[src/rtl/ifu_pkg.sv]
// Shared constants and payload types for the instruction-fetch front end.
package ifu_pkg;

  localparam int unsigned XLEN = 64;
  localparam int unsigned IW   = 32;

  localparam logic [XLEN-1:0] RESET_PC = 64'h0000_0000_8000_0000;
  localparam logic [IW-1:0]   INST_NOP = 32'h0000_0013;

  typedef struct packed {
    logic [XLEN-1:0] pc;
    logic [IW-1:0]   inst;
  } ifu_resp_t;

endpackage

[src/rtl/ifu_fifo.sv]
// Synchronous FIFO with single-cycle clear; the head entry is always visible on data_o.
module ifu_fifo #(
  parameter int unsigned WIDTH = 8,
  parameter int unsigned DEPTH = 2
) (
  input  logic                         clk,
  input  logic                         rst,
  input  logic                         push_i,
  input  logic [WIDTH-1:0]             data_i,
  input  logic                         pop_i,
  input  logic                         clear_i,
  output logic [WIDTH-1:0]             data_o,
  output logic                         full_o,
  output logic                         empty_o,
  output logic [$clog2(DEPTH+1)-1:0]   count_o
);

  localparam int unsigned AW = (DEPTH > 1) ? $clog2(DEPTH) : 1;
  localparam int unsigned CW = $clog2(DEPTH + 1);

  logic [WIDTH-1:0] mem_q [DEPTH];
  logic [WIDTH-1:0] mem_d [DEPTH];
  logic [AW-1:0]    wr_ptr_q, wr_ptr_d;
  logic [AW-1:0]    rd_ptr_q, rd_ptr_d;
  logic [CW-1:0]    count_q, count_d;
  logic             do_push, do_pop;

  assign full_o  = (count_q == CW'(DEPTH));
  assign empty_o = (count_q == '0);
  assign count_o = count_q;
  assign data_o  = mem_q[rd_ptr_q];

  // A push into a full FIFO is allowed only when the head leaves in the same cycle.
  assign do_pop  = pop_i & ~empty_o;
  assign do_push = push_i & (~full_o | do_pop);

  always_comb begin
    mem_d    = mem_q;
    wr_ptr_d = wr_ptr_q;
    rd_ptr_d = rd_ptr_q;
    count_d  = count_q;
    if (clear_i) begin
      wr_ptr_d = '0;
      rd_ptr_d = '0;
      count_d  = '0;
    end else begin
      if (do_push) begin
        mem_d[wr_ptr_q] = data_i;
        wr_ptr_d        = wr_ptr_q + AW'(1);
      end
      if (do_pop) begin
        rd_ptr_d = rd_ptr_q + AW'(1);
      end
      count_d = count_q + CW'(do_push) - CW'(do_pop);
    end
  end

  always_ff @(posedge clk or posedge rst) begin
    if (rst) begin
      mem_q    <= '{default: '0};
      wr_ptr_q <= '0;
      rd_ptr_q <= '0;
      count_q  <= '0;
    end else begin
      mem_q    <= mem_d;
      wr_ptr_q <= wr_ptr_d;
      rd_ptr_q <= rd_ptr_d;
      count_q  <= count_d;
    end
  end

endmodule

[src/rtl/ifu_fetch.sv]
// Instruction-fetch front end: credit-limited imem reads, in-order PC tagging,
// squash of in-flight reads on redirect, and a valid/ready handoff to decode.
module ifu_fetch
  import ifu_pkg::*;
#(
  parameter int unsigned DEPTH = 2
) (
  input  logic            clk,
  input  logic            rst,
  input  logic [XLEN-1:0] pc_i,
  input  logic            pc_valid_i,
  output logic            pc_ready_o,
  input  logic            flush_i,
  output logic            imem_req_o,
  output logic [XLEN-1:0] imem_addr_o,
  input  logic            imem_gnt_i,
  input  logic            imem_rvalid_i,
  input  logic [IW-1:0]   imem_rdata_i,
  output logic            inst_valid_o,
  input  logic            inst_ready_i,
  output logic [IW-1:0]   inst_o,
  output logic [XLEN-1:0] inst_pc_o
);

  localparam int unsigned CW = $clog2(DEPTH + 1);
  localparam int unsigned UW = CW + 1;
  localparam int unsigned RW = $bits(ifu_resp_t);

  logic [CW-1:0]   outstanding_q, outstanding_d;
  logic [CW-1:0]   discard_q, discard_d;
  logic [CW-1:0]   resp_count;
  logic [UW-1:0]   used;
  logic            rsp_ok, rsp_keep, dec_pop;
  logic            resp_empty;
  logic [XLEN-1:0] tag_pc;
  ifu_resp_t       resp_in, resp_head;

  logic            unused_resp_full;
  logic            unused_tag_full, unused_tag_empty;
  logic [CW-1:0]   unused_tag_count;

  // Credit covers both reads still at the memory and words waiting for decode.
  assign used        = UW'(outstanding_q) + UW'(resp_count);
  assign imem_req_o  = ~rst & pc_valid_i & ~flush_i & (used < UW'(DEPTH));
  assign imem_addr_o = pc_i;
  assign pc_ready_o  = imem_req_o & imem_gnt_i;

  assign rsp_ok   = imem_rvalid_i & (outstanding_q != '0);
  assign rsp_keep = rsp_ok & (discard_q == '0) & ~flush_i;

  assign inst_valid_o = ~resp_empty & ~flush_i;
  assign dec_pop      = inst_valid_o & inst_ready_i;
  assign inst_o       = resp_head.inst;
  assign inst_pc_o    = resp_head.pc;

  assign resp_in.pc   = tag_pc;
  assign resp_in.inst = imem_rdata_i;

  // Words returning after a redirect belong to squashed fetches and are counted off.
  always_comb begin
    outstanding_d = outstanding_q + CW'(pc_ready_o) - CW'(rsp_ok);
    discard_d     = discard_q;
    if (flush_i) begin
      discard_d = outstanding_q - CW'(rsp_ok);
    end else if (rsp_ok && (discard_q != '0)) begin
      discard_d = discard_q - CW'(1);
    end
  end

  always_ff @(posedge clk or posedge rst) begin
    if (rst) begin
      outstanding_q <= '0;
      discard_q     <= '0;
    end else begin
      outstanding_q <= outstanding_d;
      discard_q     <= discard_d;
    end
  end

  ifu_fifo #(.WIDTH(XLEN), .DEPTH(DEPTH)) u_tag_fifo (
    .clk     (clk),
    .rst     (rst),
    .push_i  (pc_ready_o),
    .data_i  (pc_i),
    .pop_i   (rsp_ok),
    .clear_i (1'b0),
    .data_o  (tag_pc),
    .full_o  (unused_tag_full),
    .empty_o (unused_tag_empty),
    .count_o (unused_tag_count)
  );

  ifu_fifo #(.WIDTH(RW), .DEPTH(DEPTH)) u_resp_fifo (
    .clk     (clk),
    .rst     (rst),
    .push_i  (rsp_keep),
    .data_i  (resp_in),
    .pop_i   (dec_pop),
    .clear_i (flush_i),
    .data_o  (resp_head),
    .full_o  (unused_resp_full),
    .empty_o (resp_empty),
    .count_o (resp_count)
  );

  // A read response with nothing outstanding is a memory-side protocol error.
  assert property (@(posedge clk) disable iff (rst) imem_rvalid_i |-> (outstanding_q != '0));

endmodule

[config.mk]
export PLATFORM = sky130hd
export DESIGN_NAME = ifu_fetch
export DESIGN_NICKNAME = d
export VERILOG_FILES = /design/src/rtl/ifu_pkg.sv /design/src/rtl/ifu_fifo.sv /design/src/rtl/ifu_fetch.sv
export SDC_FILE = /design/constraint.sdc
export NUM_CORES = 1
export LEC_CHECK = 0
export BUFFER_PORTS_ARGS = -buffer_cell sky130_fd_sc_hd__buf_2
export CAP_MARGIN = 30
export CORE_ASPECT_RATIO = 0.7
export CORE_MARGIN = 4
export CORE_UTILIZATION = 25
export CTS_CLUSTER_SIZE = 12
export DETAILED_ROUTE_END_ITERATION = 7
export PLACE_DENSITY_LB_ADDON = 0.05
export SETUP_SLACK_MARGIN = 0.05
export SYNTH_ARGS = -nofsm -noshare
export SYNTH_HDL_FRONTEND = slang
export SYNTH_SLANG_ARGS = --single-unit
[constraint.sdc]
create_clock -name clk -period 8.7 [get_ports clk]
set_input_delay 0 -clock clk [delete_from_list [all_inputs] [get_ports clk]]
set_output_delay 0 -clock clk [all_outputs]
set_load 0.02 [all_outputs]
# Word level (Yosys, flattened, before mapping)
# Cells that the tools add are included.
# W data, S select, Z words.
totals:
  register_bits: 332
  input_bits: 103
  output_inout_bits: 163
op_classes:
  addsub: 13
  n_lt_le_gt_ge: 7
  eq_ne: 2
  n_mux: 19
  bitwise: 25
  n_reduce_logical: 12
ops:
  columns: ["op", "count"]
  rows:
  - ["$mux W96", 4]
  - ["$mux W64", 4]
  - ["$bwmux W192", 1]
  - ["$bwmux W128", 1]
  - ["$demux W96 S1", 1]
  - ["$demux W64 S1", 1]
  - ["$and A1 B1 Y1", 13]
  - ["$reduce_bool A2 Y1", 5]
  - ["$ge A2 B2 Y1 const B", 4]
  - ["$not A1 Y2", 4]
  - ["$sub A2 B1 Y2", 4]
  - ["$add A2 B1 Y2", 3]
  - ["$logic_not A2 Y1", 3]
  - ["$mux W2", 3]
  - ["$not A1 Y1", 6]
  - ["$add A1 B1 Y1 const B", 4]
  - ["$eq A2 B2 Y1 const B", 2]
  - ["$lt A2 B1 Y1 const B", 2]
  - ["$mux W1", 4]
  - ["$add A2 B2 Y3", 1]
  - ["$logic_and A1 B1 Y1", 3]
  - ["$lt A3 B2 Y1 const B", 1]
  - ["$or A1 B1 Y1", 2]
  - ["$reduce_and A2 Y1", 1]
  - ["$sub A2 B1 Y2 const B", 1]

# Logic depth before layout (Yosys ltp)
# Gate-level depths: netlist of run 1.
depth:
  word_depth: 10
  mapped_depth: 9

# Modules after synthesis
# From an unflattened synthesis of run 1, not the netlist that was laid out.
unflattened:
  cells_unflattened: 1000
  hier_area_um2: 15389.8
by_module_without_submodules:
  columns: ["mod", "instances", "cells_each", "area_per_inst_um2"]
  rows:
  - ["ifu_fifo at u_resp_fifo", 1, 537, 8623.3]
  - ["ifu_fifo at u_tag_fifo", 1, 366, 5983.2]
  - ["ifu_fetch", 1, 97, 783.3]

# Worst setup path before layout of run 1
# Ideal clock, no wire load.
synth_timing:
  path_type: "reg2reg"
  from: "register outstanding_q[0]"
  to: "register u_tag_fifo.mem_q[0] (netlist bit)"
  arrival_time_ns: 2.767
  setup_slack_ns: 5.808
  path_stages_with_launch: 9
  synth_period_minus_slack_ns: 2.892
  cell_sequence: "dfrtp_1 inv_1 nor2_1 fa_1 or4b_4 buf_6 a2111oi_4 buf_6 mux2_4"
synth_between:
  elab_chain_cells: 5
  word_cells_on_any_way: 9
synth_lines:
  columns: ["item", "line_no", "rtl"]
  rows:
  - ["from (decl)", "ifu_fetch.sv:29", "logic [CW-1:0] outstanding_q, outstanding_d;"]
  - ["from (signal assigned)", "ifu_fetch.sv:75", "outstanding_q <= outstanding_d;"]
  - ["$add A2 B2 Y3 / $reduce_bool A2 Y1 (equally long branches)", "ifu_fetch.sv:43, ifu_fetch.sv:48", null]
  - ["$lt A3 B2 Y1 / $and A1 B1 Y1 (equally long branches)", "ifu_fetch.sv:44, ifu_fetch.sv:48", null]
  - ["$and A1 B1 Y1, on equally long branches", "ifu_fetch.sv:44, ifu_fifo.sv:34", null]
  - ["$and A1 B1 Y1 / $or A1 B1 Y1 (equally long branches)", "ifu_fetch.sv:46, ifu_fifo.sv:35", null]
  - ["$and A1 B1 Y1 *", "ifu_fifo.sv:35", "assign do_push = push_i & (~full_o | do_pop);"]
  - ["to (signal assigned)", "ifu_fifo.sv:65", "mem_q <= mem_d;"]
  - ["to (decl)", "ifu_fifo.sv:21", "logic [WIDTH-1:0] mem_q [DEPTH];"]
# Every way passes the cells marked *; elsewhere a longest branch is shown, timed or not.
# A chain may end at the register's enable or synchronous reset.

# Worst setup path in the final report of run 1
layout_timing:
  from: "register outstanding_q[0]"
  to: "register u_tag_fifo.mem_q[60] (netlist bit)"
# The elaborated chain is that of the path after synthesis.

==> results of run 1 <==
-- power groups by stage --
stage               Sequential [mW]  Clock, mW  Combinational [mW]
global placement               2.59          0                2.33
floorplan                      2.44          0                1.83
CTS                            2.57       1.88                2.39
detailed placement             2.58          0                2.35
finish                         2.57       1.79                2.32
global route                   2.65       1.94                2.54
-- area by class of cell --
class,instances,area (µm²),share of cell area (%)
flip-flops and latches,332,8320,42.5
multi-input cells,533,6320,32.3
repair buffers,380,2480,12.7
clock buffers,59,1210,6.20
well taps,808,1010,5.16
clock inverters,15,191,0.978
inverters,13,52.6,0.268
-- worst max-delay path, delay by kind of cell (launching register included) --
family                   cells  cell delay, ns
multiplexers                 1            0.41
flip-flops                   1            0.36
AND/OR/NAND/NOR              2            0.69
adder cells (fa/ha/maj)      1            0.42
buffers and inverters        3            1.39
AO/OA/AOI/OAI                1            0.33
-- flip-flops by register name, indices dropped and copies added (netlist names) --
signal,cells
discard_q,2
u_tag_fifo.wr_ptr_q,1
u_resp_fifo.wr_ptr_q,1
u_tag_fifo.count_o,2
u_tag_fifo.rd_ptr_q,1
u_resp_fifo.count_o,2
u_resp_fifo.mem_q,192
u_resp_fifo.rd_ptr_q,1
outstanding_q,2
u_tag_fifo.mem_q,128
-- metrics by stage --
stage	power, mW	area, µm²	util, %	setup WS (ns)
after CTS	6.84	19600	32.4	4.90
after global placement	4.92	17100	28.3	4.91
after detailed placement	4.93	17200	28.4	4.90
after floorplan	4.27	15500	-	4.27
after global routing	7.13	19600	32.4	4.78
final	6.67	19600	32.4	4.95
-- routing by layer --
layer | vias to the layer above | share of wire, %
met2 | 164 | 44
met5 | - | 0
li1 | 4084 | -
met4 | 0 | 1.8
met3 | 49 | 4.8
met1 | 4519 | 49
-- cell usage in the layout (no fill, tap or decap), types with 8 or more instances in the layout --
master         instances
dlygate4sd3_1        101
buf_4                 10
mux2_2               361
mux2_4               120
ha_1                   8
inv_1                 11
nor2_1                 9
buf_2                265
dfrtp_1              330
clkbuf_16             41
clkbuf_8              12
-- kinds of logic (layout without fill, tap and decap cells) --
kind of cell	Yosys count	in the layout	share of synthesized area, %
muxes	481	481	37.9
adders and majority gates	9	9	0.777
AOI/OAI and AO/OA	12	12	0.809
DFF	332	332	53.7
xor gates and xnor gates	8	8	0.453
and+or+nand+nor	23	23	0.866
buffers and inverters	131	467	5.44
-- worst paths after layout --
path / from / endpoint / slack [ns] / depth (start not counted)
worst max-delay path: outstanding_q[0]$_DFF_PP0_ / u_tag_fifo.mem_q[60]$_DFFE_PP0P_ / 4.95 / 8
worst min-delay path: pc_valid_i / u_tag_fifo.wr_ptr_q$_DFFE_PP0N_ / 0.09 / 4
worst max register to register: outstanding_q[0]$_DFF_PP0_ / u_tag_fifo.mem_q[60]$_DFFE_PP0P_ / 4.95 / 8
worst min register to register: u_tag_fifo.count_o[1]$_DFF_PP0_ / u_tag_fifo.count_o[1]$_DFF_PP0_ / 0.49 / 1
max in group asynchronous: rst / u_resp_fifo.mem_q[22]$_DFFE_PP0P_ / 6.72 / 5
min in group asynchronous: rst / u_resp_fifo.mem_q[160]$_DFFE_PP0P_ / 0.62 / 4
-- timing repair --
item | CTS | global route
hold buffers | 101 | 0
resized for setup | 0 | 0
hold endpoints to repair | 213 | 0
==> metrics, run 1 <==
status finished, final reports clean; Hold Path Class primary input to register; Setup crit end kind register; top cells by count, synth 361 x mux2_2, 332 x dfrtp_1, 120 x mux2_4, 64 x buf_4, 31 x clkbuf_1; switching fraction of total power 31.4%; NetSw roughly 2.1 mW; Worst Skew approximately 0.017 ns; Rel. slew slack 26.9%; hold_ws ~0.089 ns; cell taking the most area after synthesis dfrtp_1; # DRC 0; drt first-iter violations 226; total of max-cap violations 0; CP Launch Type register; CTS Buf Count 40; Final Non-Filler Cells 2140; Synth Instances 996; fin crit share 43.1%; DR pass1 iterations 4; # IOs around 270; CP Class register to register; layout net count approximately 1400; # rows 75; grt met1 use 16.9%; post-CTS setup buffer count 0; Syn Area/Cell approximately 16 µm²; Clk pwr share 26.8%; EDFF count, synth 0; endpoints failing hold 0; critical-path maximum fanout 35; minimum clock period 3.75 ns; post-synthesis cell type count 32; gpl congestion 0.672; most common cell in the netlist mux2_2; most frequent cell on the critical path buf_4; slowest stage delay, CP 0.73 ns; placed cell count 1965; RSZ-0062 raised after global routing false; Max Root-Sink Buffers 3; crit path DAT 4.18 ns; die height 216 µm; Worst IR Drop VDD about 0.13 mV; combinational power share between 30% and 40%; Slew Viols, Final 0; global routing's busiest layer met2; core area 0.0605 mm²; Avg WL per Cell 18.4 µm; met3 GRT Util 2.87%; total number of vias 8816; drt via density between 4 and 5; first-pass GRT wire length 61500 µm; CTS tree done; Clock transition at path regs roughly 0.06 ns; setup violators final 0; Post-synth ARST share 100%; PwrDens approximately 340 mW/mm²; Synth-to-Final Area Change 26.6%; Critical Path RT 9.14 ns; largest net degree at the start of global routing roughly 170; root buffer cell clkbuf_16; ys flop type dfrtp_1; antenna-violating nets left 0; post-synth top area share between 50% and 60%; WL final just under 40000 µm; ANT cells 0; Mapped Area 0.0155 mm²; synth top area cells dfrtp_1 54%, mux2_2 26%, mux2_4 12%, buf_4 3.1%, buf_6 0.95%; worst-skew pair later-pin latency around 0.55 ns; sequential share of the synthesized area 53.7%; # fillers 6010; Initial Util between 20% and 30%; Fmax 267 MHz; I/O Buffers between 200 and 300; share of cells above drive strength 1 63.1%; Max stage delay cell, worst path buf_4; CP cell instances inv_1 > nor2_1 > fa_1 > or4b_4 > a2111oi_4 > buf_4 > buf_4 > mux2_2; met2 usage a little under a fifth; sequential power share 38.5%; die area 0.0660 mm²; chip width 305 µm; detailed placer's ending HPWL 23500 µm; CTS Sinks 332; H-tree depth 2; leak pwr 9.52 nW; total global routing overflow 0; Tot GR Track Use 11.9%; net count after synthesis 1108; vias in the first global route 9737; TNS Setup 0 ns; flops & latches, synth 332; Warnings, synthesis 0; antenna violations before repair 1; Pint 4.58 mW; worst slew pin tran 1.10 ns
Power figures use the tool's default switching activity.
==> run 2: changes to the inputs <==
clock period = 3.2 ns   (was 8.7 ns; I/O delays follow)
==> run 2 against run 1 <==
  * Register-to-register slack lost 4.7 ns
  * Critical path type unchanged
  * Setup slack worse by 4.7 ns
  * Critical endpoint is now u_tag_fifo.mem_q[118]$_DFFE_PP0P_
  * Highest routed layer unchanged
  * Largest cell class unchanged
  * Count of clock-buffer cells in the layout rose by 1
==> metrics, run 2 (same netlist as run 1, synthesis figures left out) <==
total global routing overflow 0 (unchanged); WL final 40300 µm (was 39500 µm); hold_ws 0.0667 ns (was 0.0886 ns); CTS tree done (unchanged); leak pwr 9.64 nW (was 9.52 nW); Synth-to-Final Area Change 28.1% (was 26.6%); core area 0.0605 mm² (unchanged); fin crit share 93.2% (was 43.1%); total number of vias 8913 (was 8816); Slew Viols, Final 0 (unchanged); minimum clock period 2.98 ns (was 3.75 ns); # fillers 5998 (was 6010); antenna-violating nets left 0 (unchanged); Clock transition at path regs 0.06 ns (about the same); Largest regs u_resp_fifo.mem_q x192, u_tag_fifo.mem_q x128 (unchanged); antenna violations before repair 0 (was 1); die area 0.0660 mm² (unchanged); PwrDens 903 mW/mm² (was 341 mW/mm²); Biggest register u_resp_fifo.mem_q (unchanged); largest net degree at the start of global routing 98 (was 169); critical-path maximum fanout 25 (was 35); Avg WL per Cell 18.6 µm (was 18.4 µm); total power 17.9 mW (was 6.67 mW); CTS Sinks 332 (unchanged); detailed placer's ending HPWL 25300 µm (was 23500 µm); H-tree depth 2 (unchanged); Fmax 335 MHz (was 267 MHz); Final Util 32.7% (was 32.4%); Initial Util 25.6% (unchanged); Tot GR Track Use 12.3% (was 11.9%); crit path DAT 3.40 ns (was 4.18 ns); root buffer cell clkbuf_16 (unchanged); die height 216 µm (unchanged); total of max-cap violations 0 (unchanged); commonest non-fill, non-tap cell in the layout mux2_2 (unchanged); most frequent cells in the layout 361 x mux2_2, 330 x dfrtp_1, 265 x buf_2, 120 x mux2_4, 101 x dlygate4sd3_1 (unchanged); worst slew pin tran 0.752 ns (was 1.10 ns); share of cells above drive strength 1 63.3% (was 63.1%); layout net count 1437 (was 1412); Hold Path Class primary input to register (unchanged); first-pass GRT wire length 63300 µm (was 61500 µm); endpoints failing hold 0 (unchanged); Worst Skew 0.0167 ns (about the same); Setup crit end kind register (unchanged); Worst IR Drop VDD 0.536 mV (was 0.130 mV); CTS Buf Count 40 (unchanged); # IOs 266 (unchanged); vias in the first global route 10000 (was 9737); setup violators final 0 (unchanged); drt first-iter violations 225 (was 226); drt via density 4.12 (about the same); Max Root-Sink Buffers 3 (unchanged); ANT cells 0 (unchanged); Largest register FFs 192 (unchanged); Critical Path RT 3.62 ns (was 9.14 ns); CP Launch Type register (unchanged); Rel. slew slack 49.9% (was 26.9%); RSZ-0062 raised after global routing false (unchanged); # DRC 0 (unchanged); gpl congestion 0.675 (was 0.672); DR pass1 iterations 4 (unchanged); CP Class register to register (unchanged); status finished, final reports clean (unchanged); chip width 305 µm (unchanged); worst-skew pair later-pin latency 0.55 ns (about the same); # rows 75 (unchanged); I/O Buffers 265 (unchanged)
==> run 2: final cells by class <==
type | count | area (µm²) | area share [%]
Tap cell | 808 | 1010 | 5.10
Clock buffer | 60 | 1170 | 5.89
Multi-Input combinational cell | 533 | 6320 | 31.9
Timing Repair Buffer | 405 | 2830 | 14.3
Inverter | 13 | 52.6 | 0.265
Clock inverter | 13 | 123 | 0.619
Sequential cell | 332 | 8320 | 42.0
==> run 2: routing by layer <==
metal / vias to the layer above / global-route usage [%] / wire, µm / part of all wire, %
met3: 46 / 3.10 / 2080 / 5.2
met4: 0 / 2.90 / 658 / 1.6
li1: 4147 / - / - / -
met1: 4561 / 17.7 / 19800 / 49
met5: - / 0 / 0 / 0
met2: 159 / 18.5 / 17700 / 44
==> run 2: worst max-delay path, cell delays in order, from the launching register on <==
cell	delay (ns)
dfrtp_1	0.37
inv_1	0.07
nor2_1	0.14
fa_1	0.42
or4b_4	0.56
a2111oi_4	0.41
buf_12	0.27
buf_12	0.22
mux2_4	0.32
==> run 2: repair_timing <==
action | CTS | global route
endpoints found under the hold margin | 219 | 8
setup buffers | 0 | 0
hold buffers | 100 | 1
gates resized for setup | 0 | 0
==> run 2: per-stage QoR <==
| step | setup TNS (ns) | worst slack [ns] | instance area (µm²) | std cells |
|---|---|---|---|---|
| global route | 0 | 0.0848 | 19800 | 2164 |
| global placement | 0 | 0.267 | 17500 | 1989 |
| floorplan | -409.90 | -1.23 | 15500 | 996 |
| CTS | 0 | 0.202 | 19800 | 2162 |
| finish | 0 | 0.218 | 19800 | 2164 |
| detailed placement | 0 | 0.232 | 17500 | 1989 |
==> run 2: final timing paths <==
path | startpoint | to | slack, ns | depth (start not counted)
worst max register to register | u_resp_fifo.count_o[0]$_DFF_PP0_ | u_tag_fifo.mem_q[118]$_DFFE_PP0P_ | 0.22 | 8
worst max-delay path | u_resp_fifo.count_o[0]$_DFF_PP0_ | u_tag_fifo.mem_q[118]$_DFFE_PP0P_ | 0.22 | 8
min in group asynchronous | rst | u_resp_fifo.rd_ptr_q$_DFFE_PP0P_ | 0.53 | 4
max in group asynchronous | rst | u_resp_fifo.mem_q[22]$_DFFE_PP0P_ | 1.70 | 6
worst min-delay path | pc_valid_i | u_tag_fifo.wr_ptr_q$_DFFE_PP0N_ | 0.07 | 4
worst min register to register | u_resp_fifo.mem_q[182]$_DFFE_PP0P_ | u_resp_fifo.mem_q[182]$_DFFE_PP0P_ | 0.50 | 1
==> run 2: power breakdown <==
part | switching [mW] | internal [mW] | leakage, nW
Clock | 1.84 | 2.69 | 0.642
Combinational | 2.88 | 3.58 | 4.65
Sequential | 0.930 | 5.99 | 4.35
Total | 5.65 | 12.2 | 9.64
